<file path="src/rtl/mem_packet_reader_if.sv">
// Flit stream bundle between the packet reader and the router's local input.
// Ports: tx_data/tx_valid/tx_last from the source, tx_ready from the sink.
// Modports: master (packet source), slave (flit sink).
interface mem_packet_reader_if #(
  parameter int MEMORY_BUS_WIDTH = 32
);
  logic [MEMORY_BUS_WIDTH-1:0] tx_data;
  logic                        tx_valid;
  logic                        tx_last;
  logic                        tx_ready;

  modport master (output tx_data, output tx_valid, output tx_last, input tx_ready);
  modport slave  (input tx_data, input tx_valid, input tx_last, output tx_ready);
endinterface

</file>
<file path="src/rtl/mem_packet_reader.sv">
// Drains one packet (header + header[LEN_W-1:0] payload words) from the packet RAM onto a flit stream.
// Latency: start at edge N -> header read in cycle N+1 -> first tx_valid in cycle N+2, then 1 word/cycle.
// Backpressure: tx_data/tx_valid hold while tx_ready is low; the RAM read address holds with them.
// Ports: clock/reset (sync, active-high), start/base_addr request, busy/done status,
//   rd_* RAM port A (read), clr_* RAM port B (write-back), tx flit stream interface (master).
// Option: define MEM_PACKET_READER_CLEAR_EN to write each consumed word back to all-ones via port B;
//   otherwise every clr_* output is tied to 0.
module mem_packet_reader #(
  parameter int MEMORY_BUS_WIDTH = 32,
  parameter int SIZE             = 1024,
  parameter int ADDR_W           = $clog2(SIZE),
  parameter int LEN_W            = 8
) (
  input  logic                        clock,
  input  logic                        reset,
  input  logic                        start,
  input  logic [ADDR_W-1:0]           base_addr,
  output logic                        busy,
  output logic                        done,
  output logic                        rd_enable_out,
  output logic                        rd_wb_out,
  output logic [ADDR_W-1:0]           rd_addr_out,
  input  logic [MEMORY_BUS_WIDTH-1:0] rd_data_in,
  output logic                        clr_enable_out,
  output logic                        clr_wb_out,
  output logic [ADDR_W-1:0]           clr_addr_out,
  output logic [MEMORY_BUS_WIDTH-1:0] clr_data_out,
  mem_packet_reader_if.master         tx
);

  typedef enum logic [1:0] {IDLE = 2'd0, HEAD = 2'd1, SEND = 2'd2} state_t;

  localparam logic [ADDR_W-1:0] LAST_ADDR = ADDR_W'(SIZE - 1);

  state_t                      state_q, state_d;
  logic [ADDR_W-1:0]           ptr_q, ptr_d;
  logic [LEN_W-1:0]            rem_q, rem_d;
  logic [MEMORY_BUS_WIDTH-1:0] data_q, data_d;
  logic                        vld_q, vld_d;
  logic                        done_q, done_d;
  logic [ADDR_W-1:0]           ptr_nxt;
  logic                        hs;
`ifdef MEM_PACKET_READER_CLEAR_EN
  // Address of the word currently held in tx_data; only port B needs it.
  logic [ADDR_W-1:0]           cur_q, cur_d;
`endif

  // Wrap explicitly: SIZE need not be a power of two.
  assign ptr_nxt = (ptr_q == LAST_ADDR) ? '0 : ptr_q + 1'b1;
  assign hs      = (state_q == SEND) && vld_q && tx.tx_ready;

  // State and datapath registers.
  always_ff @(posedge clock) begin
    if (reset) begin
      state_q <= IDLE;
      ptr_q   <= '0;
      rem_q   <= '0;
      data_q  <= '0;
      vld_q   <= 1'b0;
      done_q  <= 1'b0;
`ifdef MEM_PACKET_READER_CLEAR_EN
      cur_q   <= '0;
`endif
    end else begin
      state_q <= state_d;
      ptr_q   <= ptr_d;
      rem_q   <= rem_d;
      data_q  <= data_d;
      vld_q   <= vld_d;
      done_q  <= done_d;
`ifdef MEM_PACKET_READER_CLEAR_EN
      cur_q   <= cur_d;
`endif
    end
  end

  // Next-state and datapath update.
  always_comb begin
    state_d = state_q;
    ptr_d   = ptr_q;
    rem_d   = rem_q;
    data_d  = data_q;
    vld_d   = vld_q;
    done_d  = 1'b0;
`ifdef MEM_PACKET_READER_CLEAR_EN
    cur_d   = cur_q;
`endif
    case (state_q)
      IDLE: begin
        if (start) begin
          ptr_d   = base_addr;
          state_d = HEAD;
        end
      end
      HEAD: begin
        data_d  = rd_data_in;
        vld_d   = 1'b1;
        rem_d   = rd_data_in[LEN_W-1:0];
        ptr_d   = ptr_nxt;
`ifdef MEM_PACKET_READER_CLEAR_EN
        cur_d   = ptr_q;
`endif
        state_d = SEND;
      end
      SEND: begin
        if (hs) begin
          if (rem_q == '0) begin
            vld_d   = 1'b0;
            done_d  = 1'b1;
            state_d = IDLE;
          end else begin
            // rd_addr_out already points at ptr, so the next word is on rd_data_in now.
            data_d = rd_data_in;
            ptr_d  = ptr_nxt;
            rem_d  = rem_q - 1'b1;
`ifdef MEM_PACKET_READER_CLEAR_EN
            cur_d  = ptr_q;
`endif
          end
        end
      end
      default: state_d = IDLE;
    endcase
  end

  // Outputs.
  always_comb begin
    rd_enable_out  = 1'b0;
    rd_addr_out    = '0;
    clr_enable_out = 1'b0;
    clr_wb_out     = 1'b0;
    clr_addr_out   = '0;
    clr_data_out   = '0;
    case (state_q)
      HEAD: begin
        rd_enable_out = 1'b1;
        rd_addr_out   = ptr_q;
      end
      SEND: begin
        rd_enable_out = (rem_q != '0);
        rd_addr_out   = ptr_q;
      end
      default: ;
    endcase
`ifdef MEM_PACKET_READER_CLEAR_EN
    // Write-back lands on the same edge that consumes the word.
    if (hs) begin
      clr_enable_out = 1'b1;
      clr_wb_out     = 1'b1;
      clr_addr_out   = cur_q;
      clr_data_out   = {MEMORY_BUS_WIDTH{1'b1}};
    end
`endif
  end

  assign rd_wb_out   = 1'b0;
  assign busy        = (state_q != IDLE);
  assign done        = done_q;
  assign tx.tx_data  = data_q;
  assign tx.tx_valid = vld_q;
  assign tx.tx_last  = vld_q && (state_q == SEND) && (rem_q == '0);

endmodule

</file>
<file path="src/flat_wrapper.sv">
// flat-port wrapper written by rule: the top's interface ports become plain ports
module mem_packet_reader_flat 
#(
  parameter int MEMORY_BUS_WIDTH = 32,
  parameter int SIZE             = 1024,
  parameter int ADDR_W           = $clog2(SIZE),
  parameter int LEN_W            = 8
)
  (clock, reset, start, base_addr, busy, done, rd_enable_out, rd_wb_out, rd_addr_out, rd_data_in, clr_enable_out, clr_wb_out, clr_addr_out, clr_data_out, tx_tx_data, tx_tx_valid, tx_tx_last, tx_tx_ready);
  mem_packet_reader_if #(.MEMORY_BUS_WIDTH(MEMORY_BUS_WIDTH)) tx_i ();
  input  logic clock;
  input  logic reset;
  input  logic start;
  input  logic [ADDR_W-1:0] base_addr;
  output logic busy;
  output logic done;
  output logic rd_enable_out;
  output logic rd_wb_out;
  output logic [ADDR_W-1:0] rd_addr_out;
  input  logic [MEMORY_BUS_WIDTH-1:0] rd_data_in;
  output logic clr_enable_out;
  output logic clr_wb_out;
  output logic [ADDR_W-1:0] clr_addr_out;
  output logic [MEMORY_BUS_WIDTH-1:0] clr_data_out;
  output wire logic [$bits(tx_i.tx_data)-1:0] tx_tx_data;
  output wire logic [$bits(tx_i.tx_valid)-1:0] tx_tx_valid;
  output wire logic [$bits(tx_i.tx_last)-1:0] tx_tx_last;
  input wire logic [$bits(tx_i.tx_ready)-1:0] tx_tx_ready;
  assign tx_tx_data = tx_i.tx_data;
  assign tx_tx_valid = tx_i.tx_valid;
  assign tx_tx_last = tx_i.tx_last;
  assign tx_i.tx_ready = tx_tx_ready;
  mem_packet_reader #(.MEMORY_BUS_WIDTH(MEMORY_BUS_WIDTH), .SIZE(SIZE), .ADDR_W(ADDR_W), .LEN_W(LEN_W)) u_core (.clock(clock), .reset(reset), .start(start), .base_addr(base_addr), .busy(busy), .done(done), .rd_enable_out(rd_enable_out), .rd_wb_out(rd_wb_out), .rd_addr_out(rd_addr_out), .rd_data_in(rd_data_in), .clr_enable_out(clr_enable_out), .clr_wb_out(clr_wb_out), .clr_addr_out(clr_addr_out), .clr_data_out(clr_data_out), .tx(tx_i));
endmodule
</file>
<file path="config.mk">
export PLATFORM = sky130hd
export DESIGN_NAME = mem_packet_reader_flat
export DESIGN_NICKNAME = d
export VERILOG_FILES = /design/src/rtl/mem_packet_reader_if.sv /design/src/rtl/mem_packet_reader.sv /design/src/flat_wrapper.sv
export SDC_FILE = /design/constraint.sdc
export NUM_CORES = 1
export LEC_CHECK = 0
export ABC_AREA = 1
export CAP_MARGIN = 20
export CORE_ASPECT_RATIO = 1.25
export CORE_MARGIN = 2
export CORE_UTILIZATION = 45
export CTS_CLUSTER_DIAMETER = 30
export DETAILED_ROUTE_END_ITERATION = 12
export GPL_TIMING_DRIVEN = 0
export PLACE_DENSITY = 0.89
export SYNTH_ARGS = -nofsm -noshare
export SYNTH_HDL_FRONTEND = slang
export SYNTH_SLANG_ARGS = --single-unit
</file>
<file path="constraint.sdc">
create_clock -name clock -period 3.7 [get_ports clock]
set_input_delay 0.74 -clock clock [delete_from_list [all_inputs] [get_ports clock]]
set_output_delay 0.74 -clock clock [all_outputs]
set_load 0.005 [all_outputs]
</file>
==> impl_metrics.yaml, run 1 <==
final_layout:
  multi_input_area_sq_um: 1508
  fin_nets: 649
  antenna_cells: 0
  stdcell_area_sq_um: 4355
  nFillCells: 567
  syn_to_final_growth_pct: 42.84
  seq_area_sq_um: 1081
  drive_gt1_share_pct: 12.44
clocking:
  worstSkewPairLatency_ps: 310
  ctsLongestPathBuffers: 2
  clock_sinks: 54
  cts_buffers: 5
  clk_pin_slew_ps: 100
  root_buffer: "clkbuf_8"
  cts_htree_levels: 2
  cts_resized: 0
  hold_buffers: 0
  cts_tree: "built"
  post_cts.repair.setup_buffers: 0
place:
  dpl_worst_slack_ps: 942.4
  io_buffers: 91
  gp_congestion: 0.9747
  placed_cell_area_sq_um: 4234
  dp_hpwl_mm: 5.766
worst_hold_path:
  worstHoldPathCells: 2
  hold_path.class: "register to register"
sta:
  slew_violations: 0
  whs_ps: 468.7
  skew_ps: 10.67
  fmax_mhz: 319.4
  finalCritPeriodShare_pct: 84.63
  finalSetupViolCount: 0
  period_minus_slack_ps: 3131
  fin_ws_ps: 568.8
  rsz0062_at_grt: "no"
  hold_viol: 0
  finalSetupTns_ps: 0
logic_synthesis:
  syn_area_sq_um: 3049
  synthCells: 452
  synth_top_family_by_area: "simple AND/OR/NAND/NOR gates"
  yosysUniqueCellTypes: 27
  yosys_warnings: 0
  yosys.area_share.simple_pct: 27.04
  syn_area_per_cell_sq_um: 6.746
  seq_area_frac_synth_pct: 35.45
  synthAdderAreaFrac_pct: 3.693
  muxShareOfSynthArea_pct: 0
  synth_compound_area_share_pct: 12.60
  synthXorXnorAreaFrac_pct: 0.5745
  synth-seq-cells: 54
worst_setup_path:
  critical_path.max_stage_delay_ps: 530
  reg2reg_depth: 8
  crit_chain: "inv_1 > ha_1 > buf_2 > inv_1 > clkbuf_1 > a21oi_1 > clkdlybuf4s50_1"
  cp-end-kind: "primary output"
  crit_path_frequent_cell: "inv_1"
  crit_required_ps: 2960
  crit_path_start_kind: "register"
  worst-path-buf-inv: 5
  arrival_ps: 2390
  cp_slowest_cell: "clkdlybuf4s50_1"
  path_depth: 7
  crit_family: "buffers and inverters"
  crit_fanout: 10
  critPathKind: "register to primary output"
route:
  antenna_left: 0
  wirelength_mm: 7.502
  via_per_inst: 4.569
  first_pass_iters: 5
  vias: 3116
  wl_per_cell_um: 11.00
  drc: 0
  drt_iter0_drc: 180
grt:
  grt_remaining_overflow: 0
  grt_max_degree: 18
  grt_usage_pct: 20.26
  grt_pass1_wl_mm: 12.25
  first_global_vias: 2732
  antenna_found_initial: 0
power_and_ir_drop:
  comb_power_share_pct: 56.7
  p_sw_mw: 1.395
  seq_power_share_pct: 30.4
  leakage_nw: 2.091
  powerDensity_nw_per_um2: 759.5
  p_int_mw: 1.912
  power.share.clock_pct: 12.9
  swShare_pct: 42.19
  vdd_ir_drop_max_uv: 553.1
die:
  row_count: 33
  core_region_area_sq_um: 6565
  start_util_pct: 46.45
  die_y_um: 96.03
  die-area_sq_um: 7454
  fp.dieW_um: 77.63
  ios: 138
outcome:
  status: "completed"
run:
  maxCapViolCount: 0
[synthesized netlist by cell type]
cell type  number  share of area [%]
nand2_1       157                 19
nor3_2          1               0.33
nand3_4         2                1.1
nor2_2          1               0.21
nand4_1         1               0.21
buf_4          48                 12
o21ai_0         9                1.5
a21boi_0        1               0.25
buf_2           5               0.82
buf_6           3                1.1
nor2_1         21                2.6
o21ai_2         1               0.29
inv_2           4               0.49
inv_1          42                5.2
buf_1           1               0.12
xor2_1          2               0.57
nand3_1        15                2.5
a22oi_1         2               0.49
nand3b_1        1               0.25
nand3_2         1               0.33
a21oi_1        60                9.8
clkbuf_1        8               0.98
ha_1            9                3.7
dfxtp_1        54                 35
conb_1          1               0.12
o211ai_1        1               0.25
nor4_1          1               0.21
[state kept, by name, summed over array words and instances, names as in the netlist]
signal and count:
u_core.tx.tx_data 32, u_core.ptr_q 10, u_core.rem_q 8, u_core.state_q 2
u_core.done 1, u_core.tx.tx_valid 1
[path summary, 6_finish.rpt]
path                             start                    to  slack, ps
hold reg to reg   u_core.tx.tx_data[9]  u_core.tx.tx_data[9]        470
hold / removal    u_core.tx.tx_data[9]  u_core.tx.tx_data[9]        470
setup reg to reg     u_core.state_q[0]       u_core.ptr_q[4]       1760
setup / recovery     u_core.state_q[1]         rd_enable_out        570
[through the flow]
stage | util [%] | power, mW | instances
after floorplan | - | 2.159 | 496
final | 66.34 | 3.308 | 682
after global placement | 64.49 | 2.824 | 674
after detailed placement | 64.49 | 2.877 | 674
after CTS | 66.34 | 3.319 | 682
after global routing | 66.34 | 3.621 | 682
[logic make-up after synthesis]
| kind of cell | count (synthesis) |
|---|---|
| compound gates | 74 |
| xor+xnor | 2 |
| fa+ha+maj | 9 |
| buf+inv | 111 |
| flops | 54 |
| other cells | 1 |
| simple gates | 201 |
[layer usage]
layer	vias to the layer above	global-route usage, %	share of wire [%]
met4	0	5.060	0.92
met5	-	0	0
met1	1377	22.38	38
met2	137	37.21	49
met3	6	6.942	11
li1	1596	-	-
[cell usage in the layout, fill, tap and decap left out]
cell type and instances:
nor3_2 1, buf_6 3, dfxtp_1 54, nand4_1 1, nand3_4 2, nor4_1 1
bufinv_16 1, nor2_2 1, a22oi_1 2, buf_4 48, ha_1 9, inv_2 4
clkbuf_8 6, nand3_1 15, nor2_1 21, clkbuf_1 8, buf_2 5, a21oi_1 60
o21ai_2 1, a21boi_0 1, buf_1 1, conb_1 45, xor2_1 2, nand2_1 157
clkdlybuf4s50_1 91, o211ai_1 1, inv_6 1, nand3_2 1, o21ai_0 9, inv_1 42
nand3b_1 1
[worst reg2reg max path, stage by stage (launching register included)]
cell,delay [ps]
dfxtp_1,390
inv_1,110
ha_1,300
buf_2,180
inv_1,140
clkbuf_1,380
nor2_1,100
a22oi_1,170
a21oi_1,90
[power groups by stage]
stage / registers [mW] / logic (mW) / clock network [mW]
6_report: 1.00 / 1.88 / 0.426
5_1_grt: 1.04 / 2.13 / 0.453
4_1_cts: 1.00 / 1.88 / 0.435
3_5_place_dp: 1.01 / 1.87 / 0
3_3_place_gp: 1.00 / 1.82 / 0
2_1_floorplan: 0.997 / 1.16 / 0
[layout make-up]
class	count	area share (%)
timing repair buffer	91	20.91
sequential	54	24.82
clock buffer	6	1.896
tap	87	2.499
multi-input combinational	331	34.62
clock inverter	2	0.8905
buffer	65	10.40
inverter	46	3.964
Power figures use the tool's default switching activity.
==> run 2, diff against run 1 <==
Settings changed: CORE_UTILIZATION 45 to 42, PLACE_DENSITY 0.89 to 0.84.
Clock period 3.7 ns to 3.1 ns, I/O delays scaled along.
==> impl_metrics.yaml, run 2 (synthesis results as in run 1) <==
outcome:
  status: "completed"
clocking:
  clk_pin_slew_ps: 100
  cts_buffers: 5
  post_cts.repair.setup_buffers: 0
  cts_htree_levels: 2
  ctsLongestPathBuffers: 2
  root_buffer: "clkbuf_8"
  worstSkewPairLatency_ps: 310
  clock_sinks: 54
  cts_tree: "built"
worst_setup_path:
  crit_path_start_kind: "register"
  worst-path-buf-inv: 4
  crit_chain: "inv_1 > ha_1 > buf_2 > inv_1 > a21oi_1 > clkdlybuf4s50_1"
  crit_family: "buffers and inverters"
  cp_slowest_cell: "clkdlybuf4s50_1"
  crit_fanout: 13
  reg2reg_depth: 9
  crit_path_frequent_cell: "inv_1"
  ff2ff_setup_slack_ps: 1110
  crit_required_ps: 2480
  cp-end-kind: "primary output"
  critPathKind: "register to primary output"
  arrival_ps: 2260
  critical_path.max_stage_delay_ps: 530
  path_depth: 6
final_layout:
  largest_reg_flops: 32
  fin_nets: 648
  drive_gt1_share_pct: 12.48
  layout_common_cells: "157 x nand2_1, 91 x clkdlybuf4s50_1, 60 x a21oi_1, 54 x dfxtp_1, 48 x buf_4"
  antenna_cells: 0
  final_common_cell: "nand2_1"
  nFillCells: 658
  syn_to_final_growth_pct: 41.61
  stdcell_area_sq_um: 4318
sta:
  slew_violations: 0
  finalCritPeriodShare_pct: 92.91
  fin_ws_ps: 219.9
  period_minus_slack_ps: 2880
  fmax_mhz: 347.2
  skew_ps: 4.390
  finalSetupTns_ps: 0
  hold_viol: 0
  finalSetupViolCount: 0
  rsz0062_at_grt: "no"
grt:
  grt_max_degree: 17
  grt_remaining_overflow: 0
  grt_usage_pct: 19.57
  antenna_found_initial: 0
  first_global_vias: 2980
  grt_pass1_wl_mm: 12.59
place:
  dpl_worst_slack_ps: 382.0
  placed_cell_area_sq_um: 4238
  dp_hpwl_mm: 6.148
  gp_congestion: 0.8918
  io_buffers: 91
route:
  vias: 3106
  wl_per_cell_um: 11.32
  drt_iter0_drc: 111
  wirelength_mm: 7.730
  first_pass_iters: 4
  antenna_left: 0
  via_per_inst: 4.548
  drc: 0
die:
  fp.dieW_um: 80.21
  die_y_um: 99.26
  start_util_pct: 43.44
  row_count: 34
  ios: 138
  die-area_sq_um: 7962
  core_region_area_sq_um: 7019
power_and_ir_drop:
  powerDensity_nw_per_um2: 888.6
  power.total_mw: 3.837
  vdd_ir_drop_max_uv: 539.4
  leakage_nw: 2.075
worst_hold_path:
  hold_path.class: "register to register"
  worstHoldPathCells: 2
run:
  maxCapViolCount: 0
-- run 2: where the power goes --
part | leakage, nW | internal, mW | switching (mW)
combinational | 1.59 | 1.03 | 1.21
clock | 0.0444 | 0.157 | 0.233
sequential | 0.444 | 0.982 | 0.216
-- run 2: layout make-up --
class                   instances  area (sq um)  area share (%)
inverters                      46         172.7           3.999
clock inverters                 2         13.76          0.3187
plain buffers                  64         450.4           10.43
clock buffers                   5         68.82           1.594
flip-flops and latches         54          1081           25.04
multi-input cells             331          1508           34.92
well taps                      90         112.6           2.608
repair buffers                 91         910.9           21.10
-- run 2: worst paths after layout --
path / end / from
setup / recovery: rd_enable_out / u_core.state_q[0]
setup reg to reg: u_core.ptr_q[3] / u_core.state_q[0]
hold / removal: u_core.tx.tx_data[13] / u_core.tx.tx_data[13]
hold reg to reg: u_core.tx.tx_data[13] / u_core.tx.tx_data[13]
-- run 2: repair_timing --
action	4_1_cts	5_1_grt
setup endpoints to repair	0	9
hold buffers	0	0
gates resized for setup	0	1
-- run 2: routing by layer --
metal	global-route usage, %	wire length [um]	up-vias
li1	-	-	1595
met1	20.57	2979	1367
met2	36.35	3904	136
met3	6.261	749	8
met4	6.128	96	0
met5	0	0	-
-- run 2: per-stage QoR --
stage	instances	hold WS, ps	utilization (%)
after floorplan	496	460.0	-
after global placement	677	450.6	60.37
after detailed placement	677	454.5	60.37
after CTS	684	468.4	61.55
after global routing	683	484.1	61.52
final	683	468.3	61.52
-- run 2: tightest hold or removal path: cells and delay by family (launching register included) --
kind	cells	cell delay, ps
AOI/OAI and AO/OA	1	50
DFF	1	320
and+or+nand+nor	1	60
==> run 3, diff against run 2 <==
Settings changed: CORE_UTILIZATION 42 to 38, CTS_CLUSTER_DIAMETER 30 to 120, PLACE_DENSITY 0.84 to 0.8.
Clock period 3.1 ns to 2.6 ns, I/O delays scaled along.
==> impl_metrics.yaml, run 3 (synthesis results as in run 1) <==
outcome:
  status: "completed"
worst_setup_path:
  crit_required_ps: 2080
  cp-end-kind: "primary output"
  crit_path_start_kind: "register"
  arrival_ps: 1940
  crit_fanout: 10
  critPathKind: "register to primary output"
power_and_ir_drop:
  power.share.clock_pct: 10.4
  seq_power_share_pct: 30.7
  p_int_mw: 2.669
  comb_power_share_pct: 58.9
  p_sw_mw: 1.997
  swShare_pct: 42.80
  leakage_nw: 2.109
  powerDensity_nw_per_um2: 1065
  vdd_ir_drop_max_uv: 624.6
sta:
  skew_ps: 9.433
  finalSetupTns_ps: 0
  period_minus_slack_ps: 2463
  fmax_mhz: 406.0
  fin_ws_ps: 136.9
  slew_violations: 0
  hold_viol: 0
  finalCritPeriodShare_pct: 94.73
  finalSetupViolCount: 0
  whs_ps: 469.8
  rsz0062_at_grt: "no"
clocking:
  cts_htree_levels: 2
  cts_buffers: 5
  clock_sinks: 54
  clk_pin_slew_ps: 100
  cts_tree: "built"
  worstSkewPairLatency_ps: 310
  root_buffer: "clkbuf_8"
  hold_buffers: 0
  ctsLongestPathBuffers: 2
final_layout:
  syn_to_final_growth_pct: 43.62
  fin_nets: 650
  stdcell_count: 691
  layout_common_cells: "157 x nand2_1, 90 x clkdlybuf4s50_1, 60 x a21oi_1, 51 x buf_4, 51 x dfxtp_1"
  largest_reg_flops: 32
  drive_gt1_share_pct: 13.59
  antenna_cells: 0
  final_common_cell: "nand2_1"
  fin_util_pct: 56.20
die:
  ios: 138
  start_util_pct: 39.13
  die-area_sq_um: 8761
  die_y_um: 104.2
  core_region_area_sq_um: 7792
  fp.dieW_um: 84.12
  row_count: 36
grt:
  grt_pass1_wl_mm: 12.65
  antenna_found_initial: 0
  grt_remaining_overflow: 0
  first_global_vias: 2934
  grt_max_degree: 18
  grt_usage_pct: 16.97
route:
  via_per_inst: 4.476
  antenna_left: 0
  vias: 3093
  wl_per_cell_um: 10.91
  first_pass_iters: 4
  wirelength_mm: 7.540
  drt_iter0_drc: 96
  drc: 0
worst_hold_path:
  hold_path.class: "register to register"
run:
  maxCapViolCount: 0
place:
  dpl_worst_slack_ps: 4.220
  dp_hpwl_mm: 5.952
  placed_cells: 682
  io_buffers: 91
  gp_congestion: 0.8453
run 3: cell count changes in the layout (fill, tap and decap cells not counted), moves of 2 or more:
cell | previous run | this run
buf_2 | 5 | 3
buf_4 | 48 | 51
dfxtp_1 | 54 | 51
dfxtp_2 | 0 | 3
run 3: critical path, cell delays in order (launching register included):
cell and delay [ps]:
dfxtp_2 350, inv_1 100, ha_1 310, buf_6 150
buf_8 140, nand2_1 60, inv_1 50, clkdlybuf4s50_1 490
run 3: path summary, 6_finish.rpt:
| check | start | slack (ps) | end | cells past startpoint |
|---|---|---|---|---|
| setup / recovery | u_core.state_q[1] | 140 | rd_addr_out[2] | 7 |
| hold / removal | u_core.tx.tx_data[31] | 470 | u_core.tx.tx_data[31] | 2 |
| setup reg to reg | u_core.state_q[1] | 730 | u_core.ptr_q[9] | 10 |
| hold reg to reg | u_core.tx.tx_data[31] | 470 | u_core.tx.tx_data[31] | 2 |
run 3: cell type report:
cell class	count	area [sq um]
Buffer	64	469.2
Fill cell	747	3413
Sequential cell	54	1085
Clock buffer	5	68.82
Clock inverter	3	18.77
Multi-Input combinational cell	331	1514
Tap cell	95	118.9
Timing Repair Buffer	93	928.4
Inverter	46	176.4
run 3: repair_timing:
item | CTS | global route
setup buffers | 1 | 1
setup endpoints to repair | 9 | 10
resized for setup | 6 | 8
run 3: power by group through the flow:
stage	Sequential [mW]	Clock [mW]	Combinational, mW
finish	1.43	0.483	2.75
detailed placement	1.44	0	2.67
floorplan	1.42	0	1.65
global route	1.48	0.527	3.10
CTS	1.43	0.494	2.73
global placement	1.43	0	2.60
run 3: layer usage:
metal / part of all wire (%) / vias to the layer above / GRT usage [%]
li1: - / 1599 / -
met1: 40 / 1350 / 18.32
met5: 0 / - / 0
met2: 48 / 131 / 30.50
met4: 1.4 / 0 / 5.069
met3: 11 / 13 / 6.270
run 3: metrics by stage:
step           instance area [sq um]  power [mW]
2_1_floorplan                   3214       3.073
3_3_place_gp                    4244       4.032
3_5_place_dp                    4244       4.108
4_1_cts                         4350       4.651
5_1_grt                         4379       5.109
6_report                        4379       4.666
